==> config.mk <==
export PLATFORM = sky130hd
export DESIGN_NAME = fm_rom_reader_flat
export DESIGN_NICKNAME = d
export VERILOG_FILES = /design/src/rtl/fm_pkg.sv /design/src/rtl/fm_rom_reader_if.sv /design/src/rtl/fm_sample_fifo.sv /design/src/rtl/fm_rom_reader.sv /design/src/flat_wrapper.sv
export SDC_FILE = /design/constraint.sdc
export NUM_CORES = 1
export LEC_CHECK = 0
export CORE_ASPECT_RATIO = 0.9
export CORE_MARGIN = 3
export CORE_UTILIZATION = 51
export CTS_CLUSTER_SIZE = 24
export DETAILED_ROUTE_END_ITERATION = 10
export GPL_ROUTABILITY_DRIVEN = 0
export PLACE_DENSITY = 0.78
export SKIP_CTS_REPAIR_TIMING = 1
export SYNTH_ARGS = -nofsm -noshare
export SYNTH_HDL_FRONTEND = slang
export SYNTH_SLANG_ARGS = --single-unit
==> constraint.sdc <==
create_clock -name clock -period 2.5 [get_ports clock]
set_input_delay 0.5 -clock clock [delete_from_list [all_inputs] [get_ports clock]]
set_output_delay 0.5 -clock clock [all_outputs]
set_load 0.005 [all_outputs]
==> src/rtl/fm_pkg.sv <==
// Shared constants and state type for the FM waveform ROM reader.
// The ROM wrapper instance uses the same widths and latency.
package fm_pkg;

    localparam int ADDR_W  = 11;
    localparam int DATA_W  = 14;
    localparam int PHASE_W = 24;
    localparam int ROM_LAT = 2;

    typedef enum logic [1:0] {
        IDLE  = 2'd0,
        RUN   = 2'd1,
        DRAIN = 2'd2
    } fm_rd_state_t;

endpackage

==> src/rtl/fm_rom_reader_if.sv <==
// ROM read bus plus the valid/ready sample stream toward the DAC datapath.
// master = reader side, slave = ROM / sample consumer side.
interface fm_rom_reader_if #(
    parameter int ADDR_W = fm_pkg::ADDR_W,
    parameter int DATA_W = fm_pkg::DATA_W
);
    logic [ADDR_W-1:0] rom_address;
    logic [DATA_W-1:0] rom_q;
    logic [DATA_W-1:0] sample_data;
    logic              sample_valid;
    logic              sample_ready;

    modport master (
        output rom_address, sample_data, sample_valid,
        input  rom_q, sample_ready
    );

    modport slave (
        input  rom_address, sample_data, sample_valid,
        output rom_q, sample_ready
    );
endinterface

==> src/rtl/fm_sample_fifo.sv <==
// Small synchronous FIFO with occupancy output. Head data reads as zero while
// empty so the stream data is clean after reset and between runs.
module fm_sample_fifo #(
    parameter int DEPTH = 4,
    parameter int WIDTH = 14,
    parameter int AW    = (DEPTH > 1) ? $clog2(DEPTH) : 1,
    parameter int CW    = $clog2(DEPTH + 1)
) (
    input  logic             clock,
    input  logic             reset,
    input  logic             push,
    input  logic [WIDTH-1:0] push_data,
    input  logic             pop,
    output logic [WIDTH-1:0] pop_data,
    output logic             valid,
    output logic [CW-1:0]    level
);
    logic [WIDTH-1:0] mem [DEPTH];
    logic [AW-1:0]    wr_ptr, rd_ptr;
    logic             wr_en, rd_en;

    assign wr_en    = push && (level != CW'(DEPTH));
    assign rd_en    = pop && (level != '0);
    assign valid    = (level != '0);
    assign pop_data = valid ? mem[rd_ptr] : '0;

    // storage write; contents need no reset since level gates the head
    always_ff @(posedge clock) begin
        if (wr_en) mem[wr_ptr] <= push_data;
    end

    // pointers and occupancy
    always_ff @(posedge clock) begin
        if (reset) begin
            wr_ptr <= '0;
            rd_ptr <= '0;
            level  <= '0;
        end else begin
            if (wr_en) wr_ptr <= (wr_ptr == AW'(DEPTH - 1)) ? '0 : wr_ptr + AW'(1);
            if (rd_en) rd_ptr <= (rd_ptr == AW'(DEPTH - 1)) ? '0 : rd_ptr + AW'(1);
            case ({wr_en, rd_en})
                2'b10:   level <= level + CW'(1);
                2'b01:   level <= level - CW'(1);
                default: level <= level;
            endcase
        end
    end
endmodule

==> src/rtl/fm_rom_reader.sv <==
// Streaming reader for the FM waveform ROM: phase accumulator issues one
// address per cycle, a valid shift register tracks the fixed ROM latency and
// pushes returned words into the sample FIFO. Issue is gated by a credit check
// so the FIFO can never overflow under backpressure.
module fm_rom_reader #(
    parameter int ADDR_W     = fm_pkg::ADDR_W,
    parameter int DATA_W     = fm_pkg::DATA_W,
    parameter int PHASE_W    = fm_pkg::PHASE_W,
    parameter int ROM_LAT    = fm_pkg::ROM_LAT,
    parameter int FIFO_DEPTH = 4,
    parameter int CNT_W      = 16
) (
    input  logic               clock,
    input  logic               reset,
    input  logic               start,
    input  logic               stop,
    input  logic [PHASE_W-1:0] step,
    input  logic [CNT_W-1:0]   count,
    output logic               busy,
    output logic               done,
    fm_rom_reader_if.master    bus
);
    import fm_pkg::*;

    localparam int FCW = $clog2(FIFO_DEPTH + 1);
    localparam int CRW = $clog2(FIFO_DEPTH + ROM_LAT + 1);

    fm_rd_state_t       state;
    logic [PHASE_W-1:0] phase, step_q;
    logic [CNT_W-1:0]   count_q, issued;
    logic [ROM_LAT-1:0] vld_pipe;
    logic [FCW-1:0]     fifo_count;
    logic [CRW-1:0]     in_flight;
    logic               issue, last_issue, push, pop, drained;

    // words issued to the ROM but not yet pushed into the FIFO
    always_comb begin
        in_flight = '0;
        for (int i = 0; i < ROM_LAT; i++)
            in_flight = in_flight + CRW'(vld_pipe[i]);
    end

    // the word pushing this cycle is still in in_flight, so it already counts
    // against the limit; a pop this cycle deliberately does not free a slot
    assign issue      = (state == RUN) &&
                        ((in_flight + CRW'(fifo_count)) < CRW'(FIFO_DEPTH));
    assign last_issue = (count_q != '0) && ((issued + CNT_W'(1)) == count_q);
    assign push       = vld_pipe[ROM_LAT-1];
    assign pop        = bus.sample_valid && bus.sample_ready;
    // look one cycle ahead so done lands on the cycle after the final transfer
    assign drained    = (in_flight == '0) &&
                        ((fifo_count == '0) || ((fifo_count == FCW'(1)) && pop));
    assign busy       = (state != IDLE);

    // run control: IDLE -> RUN -> DRAIN -> IDLE, done pulses on the last edge
    always_ff @(posedge clock) begin
        if (reset) begin
            state   <= IDLE;
            done    <= 1'b0;
            step_q  <= '0;
            count_q <= '0;
        end else begin
            done <= 1'b0;
            case (state)
                IDLE: if (start) begin
                    state   <= RUN;
                    step_q  <= step;
                    count_q <= count;
                end
                RUN: if (stop || (issue && last_issue)) state <= DRAIN;
                DRAIN: if (drained) begin
                    state <= IDLE;
                    done  <= 1'b1;
                end
                default: state <= IDLE;
            endcase
        end
    end

    // phase accumulator and address issue; phase holds while stalled
    always_ff @(posedge clock) begin
        if (reset) begin
            phase           <= '0;
            issued          <= '0;
            bus.rom_address <= '0;
        end else if (state == IDLE && start) begin
            phase  <= '0;
            issued <= '0;
        end else if (issue) begin
            bus.rom_address <= phase[PHASE_W-1 -: ADDR_W];
            phase           <= phase + step_q;
            issued          <= issued + CNT_W'(1);
        end
    end

    // ROM latency tracker: bit ROM_LAT-1 marks rom_q as valid this cycle
    always_ff @(posedge clock) begin
        if (reset) begin
            vld_pipe <= '0;
        end else begin
            vld_pipe[0] <= issue;
            for (int i = 1; i < ROM_LAT; i++)
                vld_pipe[i] <= vld_pipe[i-1];
        end
    end

    fm_sample_fifo #(
        .DEPTH (FIFO_DEPTH),
        .WIDTH (DATA_W)
    ) u_fifo (
        .clock     (clock),
        .reset     (reset),
        .push      (push),
        .push_data (bus.rom_q),
        .pop       (pop),
        .pop_data  (bus.sample_data),
        .valid     (bus.sample_valid),
        .level     (fifo_count)
    );
endmodule

==> src/flat_wrapper.sv <==
// flat-port wrapper written by rule: the top's interface ports become plain ports
module fm_rom_reader_flat import fm_pkg::*;
#(
    parameter int ADDR_W     = fm_pkg::ADDR_W,
    parameter int DATA_W     = fm_pkg::DATA_W,
    parameter int PHASE_W    = fm_pkg::PHASE_W,
    parameter int ROM_LAT    = fm_pkg::ROM_LAT,
    parameter int FIFO_DEPTH = 4,
    parameter int CNT_W      = 16
)
  (clock, reset, start, stop, step, count, busy, done, bus_rom_address, bus_sample_data, bus_sample_valid, bus_rom_q, bus_sample_ready);
  fm_rom_reader_if #(.ADDR_W(ADDR_W), .DATA_W(DATA_W)) bus_i ();
  input  logic clock;
  input  logic reset;
  input  logic start;
  input  logic stop;
  input  logic [PHASE_W-1:0] step;
  input  logic [CNT_W-1:0] count;
  output logic busy;
  output logic done;
  output wire logic [$bits(bus_i.rom_address)-1:0] bus_rom_address;
  output wire logic [$bits(bus_i.sample_data)-1:0] bus_sample_data;
  output wire logic [$bits(bus_i.sample_valid)-1:0] bus_sample_valid;
  input wire logic [$bits(bus_i.rom_q)-1:0] bus_rom_q;
  input wire logic [$bits(bus_i.sample_ready)-1:0] bus_sample_ready;
  assign bus_rom_address = bus_i.rom_address;
  assign bus_sample_data = bus_i.sample_data;
  assign bus_sample_valid = bus_i.sample_valid;
  assign bus_i.rom_q = bus_rom_q;
  assign bus_i.sample_ready = bus_sample_ready;
  fm_rom_reader #(.ADDR_W(ADDR_W), .DATA_W(DATA_W), .PHASE_W(PHASE_W), .ROM_LAT(ROM_LAT), .FIFO_DEPTH(FIFO_DEPTH), .CNT_W(CNT_W)) u_core (.clock(clock), .reset(reset), .start(start), .stop(stop), .step(step), .count(count), .busy(busy), .done(done), .bus(bus_i));
endmodule
; Word-level counts from Yosys, hierarchy flattened
; Memory sizes are Yosys's and may differ from the RTL's. A register that Yosys moved wholly into a read port is not among the register bits.
; Index checks and enable logic that the tools add are counted.
; Widths: inputs -> output; s select.
[totals]
wordCells = 71
latch_bits = 0
mem_bits_rw = 56
reg_bits = 103
mem_bits_ro = 0
mem_count = 1
inputBits = 59
out_inout_bits = 28
[op_classes]
order_cmp = 1
div = 0
muxes = 13
n_bitwise = 2
n_shift = 0
reduce_logical = 23
mul = 0
addsub = 8
n_eq_ne = 12
[memory_table]
columns = name, depth, width, read_ports, rd_clocked_by_memory_dff, write_ports, line_no
row1 = u_core.u_fifo.mem, 4, 14, 1, 1, 1, fm_sample_fifo.sv:18  ; logic [WIDTH-1:0] mem [DEPTH];
[op_table]
columns = op, n
row1 = $add 24x24->24, 1
row2 = $add 16x1->16 const B, 1
row3 = $eq 16x16->1, 1
row4 = $reduce_bool 16->1, 1
row5 = $mux 14, 1
row6 = $mux 2, 7
row7 = $logic_and 1x1->1, 9
row8 = $eq 2x2->1 const B, 4
row9 = $logic_not 3->1, 2
row10 = $pmux 2 s3, 1
row11 = $pmux 3 s2, 1
row12 = $add 2x1->2 const B, 2
row13 = $eq 2x1->1 const B, 2
row14 = $ne 2x2->1 const B, 2
row15 = $reduce_and 2->1, 2
row16 = $reduce_bool 2->1, 2
row17 = $reduce_or 2->1, 2
row18 = $add 3x1->3 const B, 1
row19 = $add 3x3->3, 1
row20 = $eq 3x1->1 const B, 1
row21 = $lt 3x3->1 const B, 1
row22 = $mux 1, 3
row23 = $ne 3x3->1 const B, 1
row24 = $reduce_and 3->1, 1
row25 = other kinds (7), 9

; Logic depth before layout (Yosys ltp)
[depth]
word_depth = 8
ltp_mapped = 11
depth_no_buf = 11

; Modules after synthesis
; A second synthesis with hierarchy kept.
[hier_totals]
cells_unflattened = 790
area_unflattened_um2 = 7673.6
[modules_own_cells]
columns = mod, cells_each, seq_area_each_um2, instances, area_per_inst_um2
row1 = fm_rom_reader, 649, 1921.8, 1, 5061.1
row2 = fm_sample_fifo, 141, 1861.8, 1, 2612.5

; Least setup slack after synthesis
; OpenSTA, ideal clock, no wires.
[synth_path]
path_kind = register -> register
start = reg u_core.vld_pipe[1]
end = reg u_core.state[0]
slack_ns = -0.202
path_buffers = 1
stages_incl_launch_ff = 12
t_arrival_ns = 2.575
cell_sequence = dfxtp_1 ha_1 ha_1 a31oi_1 xnor2_1 or2_0 clkbuf_1 nor4b_1 o211ai_1 a221o_1 or4_4 o2bb2ai_1
[synth_between]
elab_chain_len = 8
elab_cells_between_ends = 11
cone_classes = add/sub: 2 / order compare: 1 / eq/ne: 2 / reduce/logical: 6
[synth_lines]
columns = element, line_no
row1 = from (decl), fm_rom_reader.sv:31  ; logic [ROM_LAT-1:0] vld_pipe;
row2 = "from (signal, indexed assignment)", fm_rom_reader.sv:103  ; vld_pipe[i] <= vld_pipe[i-1];
row3 = $add 1x1->2 (*), fm_rom_reader.sv:40  ; in_flight = in_flight + CRW'(vld_pipe[i]);
row4 = $add 3x3->3, fm_rom_reader.sv:46  ; ((in_flight + CRW'(fifo_count)) < CRW'(FIFO_DEPTH));
row5 = $lt 3x3->1, fm_rom_reader.sv:46
row6 = $logic_and 1x1->1, fm_rom_reader.sv:45  ; assign issue = (state == RUN) &&
row7 = $logic_and 1x1->1, fm_rom_reader.sv:70  ; RUN: if (stop || (issue && last_issue)) state <= DRAIN;
row8 = $logic_or 1x1->1, fm_rom_reader.sv:70
row9 = $ne 2x2->1 (no source line), n/a
row10 = $reduce_and 3->1 (no source line) (*), n/a
row11 = to (signal assigned), fm_rom_reader.sv:70
row12 = to (signal assigned), fm_rom_reader.sv:72  ; state <= IDLE;
row13 = to (signal assigned), fm_rom_reader.sv:75  ; default: state <= IDLE;
row14 = to (decl), fm_rom_reader.sv:28  ; fm_rd_state_t state;
; Mark *: on every way between the ends. The rest lies on a longest branch, timed or not.
; A chain may end at the register's enable or synchronous reset.

; Worst setup path after layout
; Same ends and word-level chain as after synthesis.

==> flow_summary.toml <==
[status]
outcome = "finished, violations left"
violations = "negative setup slack"

[sta]
finalSetupViolCount = 1
fin_crit_sh_pct = 103
fmax_mhz = 388
hold_violations = 0
fin_crit_ns = 2.58
slew_violations = 0
worst_pin_slew_ns = 0.565
setup_ws_ns = -0.0790
fin_skew_ns = 0.00827
rsz0062_at_grt = "true"
slew_headroom_pct = 62.3

[job]
cap_viol_max_count = 0

[routing]
wl_met1_mm = 8.13
wl_met2_mm = 8.32
drtAntennaViolNets = 0
route.met3.wl_um = 851
avgRoutedWirePerCell_um = 15.5
num_vias = 6192
post_drt_via_cell_ratio = 5.45
drt_wl_total_mm = 17.6
top_layer_used = "met4"
dr.pass1.iters = 5
drtIter0Drc = 451
drc = 0

[power_and_ir_drop]
seqPwrFrac_pct = 41.6
swShare_pct = 27.7
power.share.combinational_pct = 22.8
p_switching_uw = 1950
internal_power_uw = 5100
power_leakage_uw = 0.00390
fin_total_pwr_uw = 7050
powerDensity_nw_per_um2 = 708
peakVddDrop_mv = 0.533
clkPwrFrac_pct = 35.6

[global_route]
grt_overflow = 0
antenna_found_initial = 0
gr-usage-all-layers_pct = 21.5
grt_pass1_wl_mm = 28.4
grt_max_degree = 52
grt_pass1_vias = 5906

[critical_path]
crit_path_start_kind = "flip-flop"
required_ns = 2.81
r2r_slack_ns = -0.08
path_max_fanout = 3
path_class = "flip-flop to flip-flop"
cp-end-kind = "flip-flop"
arrival_ns = 2.89

[finish]
fillers = 1162
design_area_um2 = 9960
drive_gt1_share_pct = 15.2
synthToLayoutAreaGrowth_pct = 28.5
nets = 1022
n_antenna_cell = 0
final_cells = 1136
utilization_pct = 67.2

[floorplan]
die_area_um2 = 16700
dieWidth_um = 136
core_um2 = 14800
start_util_pct = 52.3
io-pin-count = 87
dieHeight_um = 123
std_cell_rows = 42

[clock_tree]
cts_tree = "built"
path_clk_slew_ns = 0.06
clkLatencyLatePin_ns = 0.43
clk_path_buf_depth = 2
cts_buffers = 17
cts_sinks = 161
h-tree-depth = 4
cts_root_buffer = "clkbuf_16"

[logic_synthesis]
yosysUniqueCellTypes = 64
yosysSeqAreaShare_pct = 48.8
synth.cell_area_um2 = 7750
synth_edf_count = 56
synth_nets = 904
synth.avg_cell_area_um2 = 9.60
ys_warn_count = 0
netlist_instances = 807
ys_seq_elements = 161
synth_ff_type = "dfxtp_1"
async_flop_share_pct = 0

[placed_design]
dp_slack_ns = -0.215
placed_cell_area_um2 = 9150
io_buffer_count = 86
placed_cells = 1102
place_hpwl_mm = 11.6

[hold_path]
hp-class = "flip-flop to flip-flop"
[final timing paths]
check             cells past startpoint                      start                        end
setup / recovery                     10         u_core.vld_pipe[1]            u_core.state[0]
hold / removal                        2  u_core.bus.rom_address[4]  u_core.bus.rom_address[4]
setup reg to reg                     10         u_core.vld_pipe[1]            u_core.state[0]
hold reg to reg                       2  u_core.bus.rom_address[4]  u_core.bus.rom_address[4]
[per-layer routing]
metal,up-vias,track usage [%]
met5,-,0
met3,25,5.29
li1,3108,-
met4,0,7.18
met1,2921,28.8
met2,138,34.6
[cell families after synthesis]
logic type / count (synthesis) / share of synthesized area (%)
AND/OR/NAND/NOR: 306 / 18.6
AO/OA/AOI/OAI: 172 / 13.0
flip-flops: 161 / 48.8
buffers and inverters: 62 / 3.07
XOR/XNOR: 47 / 5.31
adder cells (fa/ha/maj): 39 / 6.36
multiplexers: 20 / 4.87
[stage by stage]
stage | TNS, ns | hold WS, ns
after floorplan | -0.0490 | 0.431
after detailed placement | -0.375 | 0.449
after global placement | -0.0747 | 0.442
after CTS | -3.91 | 0.460
final | -0.0790 | 0.457
after global routing | -0.293 | 0.478
[synth_stat cells, drive strengths merged (11+ instances only)]
cell	number	share of area (%)
mux4	14	4.1
edfxtp	56	22
nand2	155	7.5
nor2	45	2.2
xor2	23	2.6
ha	37	6.0
dfxtp	105	27
o21ai	29	1.9
clkbuf	33	1.6
nand3	19	1.4
and2	17	1.4
xnor2	24	2.7
a21oi	91	5.9
inv	21	1.0
nor3	11	0.71
[area by class of cell]
class                           instances  area (um^2)  share of cell area, %
Multi-Input combinational cell        584         3910                   39.3
Sequential cell                       161         3800                   38.1
Timing Repair Buffer                  140         1350                   13.6
Clock buffer                           18          429                   4.31
Tap cell                              198          248                   2.49
Clock inverter                         14          146                   1.47
Inverter                               21         78.8                  0.791
[critical path, cell delays in order, from the launching register on]
cell       delay (ns)
dfxtp_4          0.36
ha_4             0.16
ha_4             0.27
a31oi_4          0.09
xnor2_2          0.16
or2_4            0.26
nor4b_4          0.21
o211ai_1         0.11
a221o_1          0.27
or4_4            0.44
o2bb2ai_2        0.14
[flip-flops by register name (all words and copies together) (netlist names), 3 cells and up, named ones only]
register	flops
u_core.bus.rom_address	11
u_core.count_q	16
u_core.issued	16
u_core.phase	24
u_core.step_q	24
u_core.u_fifo.level	3
u_core.u_fifo.mem	56
[placed cells by master, fill, tap and decap left out, types with 5 or more instances in the layout]
master	Yosys	layout
nor2_1	45	44
nor3_1	11	10
buf_4	1	50
a21o_1	7	7
a21oi_1	91	91
mux4_2	14	14
clkbuf_16	0	18
dlymetal6s2s_1	0	14
or3_1	8	8
nor3b_1	5	5
nand2_1	155	155
dfxtp_2	0	5
ha_4	0	6
a211oi_1	10	8
xor2_1	23	23
nand4_1	6	6
xnor2_1	24	23
dfxtp_1	105	98
inv_1	21	19
nand3_1	18	18
clkdlybuf4s50_1	0	71
inv_6	0	6
and3_1	7	7
and2_1	17	17
edfxtp_1	56	56
ha_1	37	30
o21ai_0	27	23
[power by group through the flow]
stage               clock network [uW]  registers, uW  logic, uW
global route                      2670           2940       1760
detailed placement                   0           2960       1530
floorplan                            0           2940        838
global placement                     0           2960       1510
finish                            2510           2930       1610
CTS                               2570           2910       1550
(Power assumes the default switching activity.)
==> RTL change: new RTL, config.mk and constraints unchanged <==
`FIFO_DEPTH` is set to 4 in 2 places; all go to 16.
--- a/src/rtl/fm_rom_reader.sv
+++ b/src/rtl/fm_rom_reader.sv
@@ -7,7 +7,7 @@
     parameter int DATA_W     = fm_pkg::DATA_W,
     parameter int PHASE_W    = fm_pkg::PHASE_W,
     parameter int ROM_LAT    = fm_pkg::ROM_LAT,
-    parameter int FIFO_DEPTH = 4,
+    parameter int FIFO_DEPTH = 16,
     parameter int CNT_W      = 16
 ) (
     input  logic               clock,
--- a/src/flat_wrapper.sv
+++ b/src/flat_wrapper.sv
@@ -5,7 +5,7 @@
     parameter int DATA_W     = fm_pkg::DATA_W,
     parameter int PHASE_W    = fm_pkg::PHASE_W,
     parameter int ROM_LAT    = fm_pkg::ROM_LAT,
-    parameter int FIFO_DEPTH = 4,
+    parameter int FIFO_DEPTH = 16,
     parameter int CNT_W      = 16
 )
   (clock, reset, start, stop, step, count, busy, done, bus_rom_address, bus_sample_data, bus_sample_valid, bus_rom_q, bus_sample_ready);
Behaviour: not the same (Yosys sat finds a counterexample within 10 cycles, from zero or initial values and one cycle with reset high).
==> RTL change against the original RTL <==
The flow still finishes with violations (setup timing). Count of clock-buffer cells in the layout rose by 25. Fmax fell by 18%. Global-route usage fell by 0.14 points. Clock power rose by 110%. Critical endpoint is now bus_sample_data[6]. Total power rose by 110%. Synthesized area rose by 86%. Largest cell class is now sequential cells. Sequential power rose by 110%. Combinational power rose by 100%. Wire length rose by 93%. Worst hold slack got worse by 10 ps. Final area rose by 81%. Sequential cell count rose by 176. Clock skew rose by 15 ps. Worst setup slack got worse by 550 ps.
==> RTL change: results (changes against the original RTL) <==
Synth area leaders -> edfxtp_1 (47%), dfxtp_1 (16%), mux4_2 (11%)
clk_lat worst skew -> 520 ps (+90 ps)
fin cells -> 1639 (+44%)
Max VDD drop -> 0.000529 V (-0.71%)
routed wire length -> 34000 µm (+93%)
post-synthesis sequential area ratio -> 62.5% (+14 points)
area share of the largest cell type after synthesis -> 46.7% (+20 points)
H-tree depth -> 2 (-2)
syn_nets -> 1169 (+29%)
CTS buffer count -> 36 (+19)
root buffer cell -> clkbuf_16
critical path's slowest cell -> mux4_2
Post-synth EDFFs -> 224 (+300%)
synth cell count leaders -> edfxtp_1 (224), nand2_1 (157), dfxtp_1 (113)
failing checks -> setup timing
Nets -> 1356 (+33%)
first-pass GRT wire length -> 50100 µm (+77%)
Hold Startpoint -> reset
Max FO, Critical Path -> 5 (+2)
Synth Warn # -> 0 (unchanged)
largest net degree at the start of global routing -> 50 (-3.8%)
Layout Skew -> 23.1 ps (+14.8 ps)
PnR worst setup slack -> -626 ps (-547 ps)
layout cells sized above 1 -> 25.0% (+9.7 points)
Setup violations, final -> 14 (+13)
vias in the first global route -> 8931 (+51%)
Via Count -> 9425 (+52%)
status -> complete, but fails checks
WL met3 -> 2200 µm (+160%)
M1 WL -> 14000 µm (+73%)
ant diodes -> 0 (unchanged)
Slew headroom -> 59.5% (-2.9 points)
post-place setup slack -> -290 ps (-75.6 ps)
FFs w/ async S/R, synth -> 0% (unchanged)
crit path DAT -> 2630 ps (-260 ps)
Syn Area/Cell -> 13.4 µm² (+40%)
DRT iter0 DRCs -> 744 (+65%)
Worst Path Class, Setup -> flip-flop to primary output
met2 wire len -> 17100 µm (+110%)
Critical Path Max Stage Delay -> 520 ps (+80 ps)
DP Wirelength -> 20600 µm (+77%)
reg2reg start -> u_core.phase[5]$_SDFFE_PP0P_
placed cell count -> 1545 (+40%)
top layer reached by signal wires -> met4
Regs by FF count -> u_core.u_fifo.mem (224), u_core.phase (24), u_core.step_q (24)
leakage -> 0.00633 µW (+63%)
min-delay worst type -> primary input to flip-flop
total track usage -> 21.4% (-0.14 points)
clock buffer depth -> 3 (+1)
Cell variety after synth -> 57 (-11%)
-- RTL change: metrics by stage --
step                setup TNS, ps  instance area [µm²]
global placement            -2970                16300
finish                      -7260                18000
floorplan                   -4430                14400
CTS                        -11750                17400
global route                -8190                18000
detailed placement          -3400                16300
-- RTL change: worst max-delay path: cells and delay by family, from the launching register on --
kind          cells  cell delay [ps]
buf+inv           5              550
simple gates      1              160
mux               2             1010
flops             1              390
-- RTL change: power breakdown --
part / switching [µW] / total (µW) / internal [µW]
registers: 102 / 6150 / 6050
clock network: 2160 / 5260 / 3100
logic: 1340 / 3240 / 1900
-- RTL change: cell type report --
type	instances	area, µm²
sequential	337	9010
multi-input combinational	666	5360
inverter	17	63.8
fill	1908	9380
tap	354	443
clock inverter	20	203
clock buffer	43	968
timing repair buffer	202	1970
-- RTL change: kinds of logic (layout without fill, tap and decap cells) --
kind of cell	Yosys count	in the layout	share of synthesized area (%)
AOI/OAI and AO/OA	174	174	7.10
xor gates and xnor gates	54	54	3.34
adders and majority gates	37	37	3.27
buffers and inverters	70	282	1.88
DFF	337	337	62.5
muxes	77	77	11.4
and+or+nand+nor	324	324	10.5
-- RTL change: path summary, 6_finish.rpt --
kind	slack, ps	cells past startpoint	to
worst max register to register	100	9	u_core.phase[16]$_SDFFE_PP0P_
worst max-delay path	-630	8	bus_sample_data[6]
worst min register to register	450	2	u_core.bus.rom_address[7]$_SDFFE_PP0P_
worst min-delay path	450	2	u_core.u_fifo.level[0]$_SDFFE_PP0P_
-- RTL change: metal layers --
metal | track usage [%] | up-vias
li1 | - | 4366
met1 | 29.9 | 4652
met2 | 36.0 | 351
met3 | 3.07 | 56
met4 | 5.05 | 0
met5 | 0 | -
